File: config.mk
export PLATFORM = sky130hd
export DESIGN_NAME = mac_mii_top
export DESIGN_NICKNAME = d
export VERILOG_FILES = /design/src/rtl/mac_mii_top.sv
export SDC_FILE = /design/constraint.sdc
export NUM_CORES = 2
export LEC_CHECK = 0
export CORE_MARGIN = 4
export CORE_UTILIZATION = 56
export DETAILED_ROUTE_END_ITERATION = 10
export HOLD_SLACK_MARGIN = 0.02
export MAX_ROUTING_LAYER = met4
export PLACE_DENSITY = 0.82
export SLEW_MARGIN = 5
export SYNTH_ARGS = -nofsm -noshare
export SYNTH_HDL_FRONTEND = slang
export SYNTH_SLANG_ARGS = --single-unit
File: constraint.sdc
create_clock -name clk -period 13.9 [get_ports clk]
set_input_delay 4.17 -clock clk [delete_from_list [all_inputs] [get_ports clk]]
set_output_delay 4.17 -clock clk [all_outputs]
set_load 0.005 [all_outputs]
File: src/rtl/mac_mii_top.sv
// Ethernet MAC transmit frame generator: preamble/SFD, header, padded payload and
// CRC-32 FCS on a 64-bit, 8-lane MII/XGMII-style data path, then a 2-word IFG.
module mac_mii_top #(
  parameter int unsigned PAYLOAD_LENGTH   = 50,
  parameter int unsigned PAYLOAD_MAX_SIZE = 64
) (
  input  logic        clk,
  input  logic        i_rst_n,
  input  logic        i_start,
  input  logic [47:0] i_dest_address,
  input  logic [47:0] i_src_address,
  input  logic [15:0] i_eth_type,
  input  logic [15:0] i_payload_length,
  input  logic [7:0]  i_payload [PAYLOAD_LENGTH],
  input  logic [7:0]  i_interrupt,
  output logic [63:0] o_mii_data,
  output logic [7:0]  o_mii_valid
);

  localparam int unsigned L_CAP    = (PAYLOAD_LENGTH < PAYLOAD_MAX_SIZE) ? PAYLOAD_LENGTH : PAYLOAD_MAX_SIZE;
  localparam int unsigned MIN_PAY  = 46;
  localparam int unsigned BODY_MAX = 14 + ((L_CAP > MIN_PAY) ? L_CAP : MIN_PAY);
  localparam int unsigned IDX_W    = $clog2(BODY_MAX);

  localparam logic [63:0] IDLE_WORD = {8{8'h07}};
  localparam logic [63:0] PREAMBLE  = 64'hD555555555555555;

  localparam logic [1:0] ST_IDLE = 2'd0;
  localparam logic [1:0] ST_SEND = 2'd1;
  localparam logic [1:0] ST_IFG  = 2'd2;

  logic [1:0]  state_q;
  logic [7:0]  frame_q [BODY_MAX];
  logic [7:0]  body_len_q;
  logic [7:0]  pos_q;
  logic [31:0] crc_q;
  logic        ifg_cnt_q;

  logic [15:0] len_eff;
  logic [15:0] pay_span;
  logic [7:0]  body_len_d;
  logic [7:0]  frame_d [BODY_MAX];

  logic [7:0]  stream_len;
  logic [7:0]  b;
  logic [1:0]  fk;
  logic [31:0] crc_nxt;
  logic [31:0] fcs;
  logic [63:0] word_data;
  logic [7:0]  word_valid;

  function automatic logic [31:0] crc_byte(input logic [31:0] c, input logic [7:0] d);
    logic [31:0] r;
    r = c ^ {24'h0, d};
    for (int unsigned k = 0; k < 8; k++) begin
      r = r[0] ? ((r >> 1) ^ 32'hEDB88320) : (r >> 1);
    end
    return r;
  endfunction

  // Frame body image (header + payload + zero pad) built from the live inputs
  always_comb begin
    len_eff    = (i_payload_length > 16'(L_CAP)) ? 16'(L_CAP) : i_payload_length;
    pay_span   = (len_eff > 16'(MIN_PAY)) ? len_eff : 16'(MIN_PAY);
    body_len_d = 8'(pay_span + 16'd14);
    for (int unsigned i = 0; i < 6; i++) begin
      frame_d[i]     = i_dest_address[8*(5-i) +: 8];
      frame_d[6 + i] = i_src_address[8*(5-i) +: 8];
    end
    frame_d[12] = i_eth_type[15:8];
    frame_d[13] = i_eth_type[7:0];
    for (int unsigned p = 0; p < BODY_MAX - 14; p++) begin
      frame_d[14 + p] = (p < PAYLOAD_LENGTH && p < 32'(len_eff)) ? i_payload[p] : 8'h00;
    end
  end

  // Lanes are walked in wire order so FCS lanes see the CRC of every body byte before them
  always_comb begin
    stream_len = body_len_q + 8'd4;
    crc_nxt    = crc_q;
    fcs        = '0;
    fk         = '0;
    b          = '0;
    word_data  = IDLE_WORD;
    word_valid = '0;
    for (int unsigned n = 0; n < 8; n++) begin
      b = pos_q + 8'(n);
      if (b < body_len_q) begin
        word_data[8*n +: 8] = frame_q[b[IDX_W-1:0]];
        crc_nxt             = crc_byte(crc_nxt, frame_q[b[IDX_W-1:0]]);
        word_valid[n]       = 1'b1;
      end else if (b < stream_len) begin
        fcs                 = ~crc_nxt;
        fk                  = 2'(b - body_len_q);
        word_data[8*n +: 8] = fcs[{fk, 3'b000} +: 8];
        word_valid[n]       = 1'b1;
      end
    end
  end

  always_ff @(posedge clk or negedge i_rst_n) begin
    if (!i_rst_n) begin
      state_q     <= ST_IDLE;
      o_mii_data  <= IDLE_WORD;
      o_mii_valid <= '0;
      body_len_q  <= '0;
      pos_q       <= '0;
      crc_q       <= '1;
      ifg_cnt_q   <= 1'b0;
      for (int unsigned i = 0; i < BODY_MAX; i++) begin
        frame_q[i] <= '0;
      end
    end else begin
      case (state_q)
        ST_IDLE: begin
          if (i_start && i_interrupt == '0) begin
            frame_q     <= frame_d;
            body_len_q  <= body_len_d;
            pos_q       <= '0;
            crc_q       <= '1;
            o_mii_data  <= PREAMBLE;
            o_mii_valid <= '1;
            state_q     <= ST_SEND;
          end else begin
            o_mii_data  <= IDLE_WORD;
            o_mii_valid <= '0;
          end
        end
        ST_SEND: begin
          if (i_interrupt != '0) begin
            o_mii_data  <= IDLE_WORD;
            o_mii_valid <= '0;
            ifg_cnt_q   <= 1'b0;
            state_q     <= ST_IFG;
          end else begin
            o_mii_data  <= word_data;
            o_mii_valid <= word_valid;
            pos_q       <= pos_q + 8'd8;
            crc_q       <= crc_nxt;
            if (pos_q + 8'd8 >= stream_len) begin
              ifg_cnt_q <= 1'b0;
              state_q   <= ST_IFG;
            end
          end
        end
        ST_IFG: begin
          o_mii_data  <= IDLE_WORD;
          o_mii_valid <= '0;
          if (ifg_cnt_q) begin
            state_q <= ST_IDLE;
          end else begin
            ifg_cnt_q <= 1'b1;
          end
        end
        default: begin
          o_mii_data  <= IDLE_WORD;
          o_mii_valid <= '0;
          state_q     <= ST_IDLE;
        end
      endcase
    end
  end

endmodule

Yosys cells after proc, flatten, opt, wreduce, memory -nomap -nowiden
Cells that the tools add are included.
{"block": "totals", "input_bits": 539, "regBits": 635}
{"block": "op_classes", "reduce_logical": 10, "muxes": 200, "magnitude_cmp": 77, "bitwise": 88, "add_sub_neg": 18, "n_eq_ne": 6, "shifts": 8}
{"op": "$mux W32", "n": 74}
{"op": "$not A13 Y14", "n": 64}
{"op": "$mux W8", "n": 87}
{"op": "$bmux W8 S6", "n": 8}
{"op": "$lt A6 B16 Y1 const A", "n": 18}
{"op": "$lt A5 B16 Y1 const A", "n": 16}
{"op": "$not A32 Y32", "n": 8}
{"op": "$shiftx A32 B6 Y8", "n": 8}
{"op": "$xor A32 B8 Y32", "n": 8}
{"op": "$lt A4 B16 Y1 const A", "n": 8}
{"op": "$lt A8 B8 Y1", "n": 16}
{"op": "$mux W64", "n": 2}
{"op": "$pmux W64 S2", "n": 1}
{"op": "$lt A3 B16 Y1 const A", "n": 4}
{"op": "$pmux W32 S2", "n": 1}
{"op": "$ge A7 B7 Y1 const B", "n": 8}
{"op": "$not A6 Y7", "n": 8}
{"op": "$add A8 B3 Y8 const B", "n": 5}
{"op": "$gt A16 B6 Y1 const B", "n": 2}
{"op": "$lt A1 B16 Y1 const A", "n": 2}
{"op": "$lt A2 B16 Y1 const A", "n": 2}
{"op": "$pmux W8 S2", "n": 2}
{"op": "$mux W1", "n": 18}
{"op": "$add A8 B2 Y8 const B", "n": 2}
{"op": "other kinds (19)", "n": 35}

Logic depth before layout (Yosys ltp)
{"block": "logic_depth", "ltp_word": 150, "mapped_depth": 43}

Worst setup path after synthesis
Ideal clock, no wire load.
{"block": "synth_path", "path_kind": "reg-to-reg", "start": "register pos_q[5]", "end": "register crc_q[24]", "n_path_buf": 10, "arrival_time_ps": 12073, "path_slack_ps": 1721, "setup_time_ps": 105, "t_required_ps": 13795, "stages_incl_launch_ff": 41, "cell_sequence": "dfrtp_1 -> buf_4 -> buf_1 -> buf_1 -> clkbuf_1 -> buf_1 -> clkbuf_1 -> buf_1 -> clkbuf_1 -> ha_1 -> a21o_1 -> a21o_1 -> a21oi_1 -> o21a_1 -> clkbuf_1 -> buf_1 -> o31ai_1 -> a211oi_1 -> (+5 left out) -> xnor2_1 -> xor3_1 -> mux2i_1 -> nor2_1 -> xnor3_1 -> a21boi_1 -> nor4_4 -> xor3_1 -> a21boi_2 -> xor2_1 -> xnor2_2 -> xnor3_1 -> mux2_2 -> xor2_2 -> xor2_2 -> xnor2_2 -> xnor2_1 -> a222oi_1"}
{"block": "synth_between", "elab_chain_cells": 111, "word_cells_on_any_way": 190}
{"item": "start, declared", "line": "35", "text": "logic [7:0] pos_q;"}
{"item": "start signal, assigned", "line": "138", "text": "pos_q <= pos_q + 8'd8;"}
{"item": "$not A6 Y7 (implied by the code)", "line": "90", "text": "crc_nxt = crc_byte(crc_nxt, frame_q[b[IDX_W-1:0]]);"}
{"item": "$bmux W8 S6", "line": "90"}
{"item": "$mux W8 (implied by the code) (2 in series)", "line": "90"}
{"item": "$xor A32 B8 Y32", "line": "54", "text": "r = c ^ {24'h0, d};"}
{"item": "$mux W32", "line": "56", "text": "r = r[0] ? ((r >> 1) ^ 32'hEDB88320) : (r >> 1);"}
{"item": "$mux W32 / $not A13 Y14 (equally long branches)"}
{"item": "$not A13 Y14 (no line) / $mux W32 (equally long branches)"}
{"item": "$mux W32 / $not A13 Y14 (equally long branches)"}
{"item": "(+93 left out)"}
{"item": "$mux W32", "line": "56"}
{"item": "$not A13 Y14 (no line) / $mux W32 (equally long branches)"}
{"item": "$mux W32 (2 in series)", "line": "56"}
{"item": "$not A13 Y14 (no line) / $mux W32 (equally long branches)"}
{"item": "$mux W32", "line": "56"}
{"item": "$mux W32 (*)", "line": "88", "text": "if (b < body_len_q) begin"}
{"item": "$mux W32 (*)", "line": "130", "text": "if (i_interrupt != '0) begin"}
{"item": "$pmux W32 S2 (*)", "line": "114", "text": "case (state_q)"}
{"item": "end signal, assigned", "line": "139", "text": "crc_q <= crc_nxt;"}
{"item": "end, declared", "line": "36", "text": "logic [31:0] crc_q;"}
Mark *: on every way between the ends. The rest lies on a longest branch, timed or not. The select of a mux whose other input is x is not followed.
A chain may end at the register's enable or synchronous reset.

Worst setup path in the final report
{"block": "layout_path", "start": "register pos_q[4]", "end": "register crc_q[22]"}
{"block": "layout_between", "elab_chain_cells": 111, "word_cells_on_any_way": 190}
{"item": "$not A6 Y7 (implied by the code)", "line": "90"}
{"item": "$bmux W8 S6", "line": "90"}
{"item": "$mux W8 (implied by the code) (2 in series)", "line": "90"}
{"item": "$xor A32 B8 Y32", "line": "54"}
{"item": "$mux W32", "line": "56"}
{"item": "$not A13 Y14 (no line)"}
{"item": "$mux W32", "line": "56"}
{"item": "$not A13 Y14 (no line)"}
{"item": "(+92 left out)"}
{"item": "$mux W32 (2 in series)", "line": "56"}
{"item": "$not A13 Y14 (no line)"}
{"item": "$mux W32", "line": "56"}
{"item": "$not A13 Y14 (no line)"}
{"item": "$mux W32 (2 in series)", "line": "56"}
{"item": "$mux W32 (*)", "line": "88"}
{"item": "$mux W32 (*)", "line": "130"}
{"item": "$pmux W32 S2 (*)", "line": "114"}
Marked as above.

==> impl_metrics.csv <==
group,metric,value,unit
timing,post-route-period-util,0.888,
final_layout,design_area,50600,um^2
cts,cts_tree,"yes",
timing,finalCriticalPeriod,12340,ps
synth,synthCells,3924,
drt,vias,36600,
final_layout,nets,5004,
timing,skew,28.6,ps
final_layout,layout-drive-gt1-share,0.121,
hold_path,holdCritPathClass,"register to register",
drt,drtAntennaViolNets,0,
timing,setup_tns,0,ps
cts,post_cts_buffers,0,
synth,synthArstFlopShare,1.00,
placed_design,numPortBuffers,610,
placed_design,routabilityCongestion,1.01,
floorplanning,fp.dieW,279,um
worst_setup_path,setup.worst_path.start_class,"register",
final_layout,fillers,5369,
worst_setup_path,path_depth,32,
drt,vias_per_cell,6.68,
synth,synth_edf_count,0,
timing,fin_ws,1560,ps
global_route,grt_max_degree,179,
worst_setup_path,path_class,"register to register",
hold_path,min_delay_path_depth,2,
global_route,overflow,0,
synth,ys_warn_count,0,
timing,worstMarginPinSlew,1290,ps
timing,relSlewSlack,0.132,
cts,cts_max_level,3,
global_route,antenna_found_initial,50,
timing,grt_setup_unrepaired,"no",
synth,synth_seq_area_share,0.385,
drt,first_iter_violations,5720,
floorplanning,die-area,78100,um^2
global_route,grt_pass1_wl,243,mm
worst_setup_path,crit_path_end_kind,"register",
cts,insertion_delay,630,ps
synth,synthMostInstantiatedCell,"nand2_1",
synth,synth.distinct_cells,109,
drt,wl_per_cell,30.9,um
synth,synth_top_flop_cell,"dfrtp_1",
worst_setup_path,path_buf_inv,1,
outcome,status,"finished, final reports clean",
timing,drv_slew,0,
cts,cts.clk_slew.worst_paths,70,ps
worst_setup_path,cpPeakStageDelay,740,ps
cts,cts_num_sinks,632,
cts,clockBufferDepth,3,
floorplanning,fp.coreArea,73000,um^2
synth,ys_top_cells_by_count,"nand2_1 (593), dfrtp_1 (576), a22o_1 (387)",
worst_setup_path,cpMaxStageDelayCell,"xnor2_1",
drt,dr.pass1.iters,5,
timing,fmax,81.0,MHz
synth,syn_area,41200,um^2
worst_setup_path,cp_data_required_time,14410,ps
cts,clock-root-buffer,"clkbuf_16",
synth,yosysTopAreaCellShare,0.349,
synth,yosysTopAreaCell,"dfrtp_1",
floorplanning,io_pins,611,
flow_run,drv_cap,0,
synth,synth_nets,4508,
worst_setup_path,cpLargestDelayFamily,"XOR/XNOR gates",
worst_setup_path,cp_max_fo,51,
final_layout,area_delta_synth_final,22.6,%
cts,cts_resized,0,
timing,hold_viol,0,
placed_design,dp_hpwl,130,mm
synth,syn_area_per_cell,10.5,um^2
worst_setup_path,r2r_cells,32,
placed_design,pre_cts_slack,1750,ps
cts,cts_buffers,68,
synth,synth-seq-cells,632,
worst_setup_path,arrival,12850,ps
drt,post-route-drc-count,0,
global_route,track_usage,0.435,
floorplanning,die_y,279,um
placed_design,place_area,48200,um^2
floorplanning,rows,99,
floorplanning,start_util,0.565,
synth,yosys-top-cells-area,"dfrtp_1 (35%), a22o_1 (8.2%), mux4_2 (7.9%)",
timing,setup_viol,0,
drt,routed_wl,169,mm
cts,holdBufCountCts,0,
global_route,grt_pass1_vias,35546,
[tightest hold or removal path: cells and delay by family (launching register included)]
kind / cells / cell delay [ps]
DFF: 1 / 340
and+or+nand+nor: 2 / 100
[registers in the layout, summed over array words and instances, names as in the netlist]
name,count
state_q,2
o_mii_valid,8
ifg_cnt_q,1
frame_q,512
body_len_q,8
pos_q,5
o_mii_data,64
crc_q,32
[layout make-up]
class	count	area, um^2	share of cell area
inverters	40	150	0.00297
clock inverters	16	239	0.00473
multi-input cells	3003	24300	0.480
well taps	959	1200	0.0237
flip-flops and latches	632	15900	0.314
repair buffers	675	6650	0.131
clock buffers	100	2030	0.0402
diodes	54	135	0.00267
[worst paths after layout]
path	startpoint	end	slack, ps
min reg2reg	frame_q[278]	frame_q[278]	470
min	frame_q[278]	frame_q[278]	470
max in group asynchronous	i_rst_n	frame_q[134]	7800
max reg2reg	pos_q[4]	crc_q[22]	1560
min in group asynchronous	i_rst_n	o_mii_data[14]	3530
max	pos_q[4]	crc_q[22]	1560
[metrics by stage]
step           hold slack (ps)  utilization  cells
2_1_floorplan              434            -   3924
3_3_place_gp               445        0.660   5309
3_5_place_dp               453        0.660   5309
4_1_cts                    466        0.691   5425
5_1_grt                    480        0.693   5475
6_report                   468        0.693   5479
[logic make-up after synthesis]
group | Yosys count | synth area share
AND/OR/NAND/NOR | 1068 | 0.112
AO/OA/AOI/OAI | 1004 | 0.180
flip-flops | 632 | 0.385
XOR/XNOR | 531 | 0.149
multiplexers | 355 | 0.132
buffers and inverters | 289 | 0.0281
adder cells (fa/ha/maj) | 45 | 0.0140
[routing by layer]
layer / track usage / wire, um / part of all wire
met2: 0.641 / 76200 / 0.45
met5: - / 0 / 0
met1: 0.577 / 64200 / 0.38
met3: 0.101 / 19400 / 0.11
met4: 0.200 / 9610 / 0.057
[layout by cell type, fill, tap and decap left out, drive strengths merged, types with 140 or more instances in the layout]
master,count
xnor2,317
xor2,140
mux4,145
o21ai,161
clkdlybuf4s50,609
mux2i,175
a22o,387
a21oi,205
dfrtp,576
nand2,596
nor2,242
Power is not shown: default switching activity piles up to over one toggle a cycle in this logic, so the estimate is an artifact.
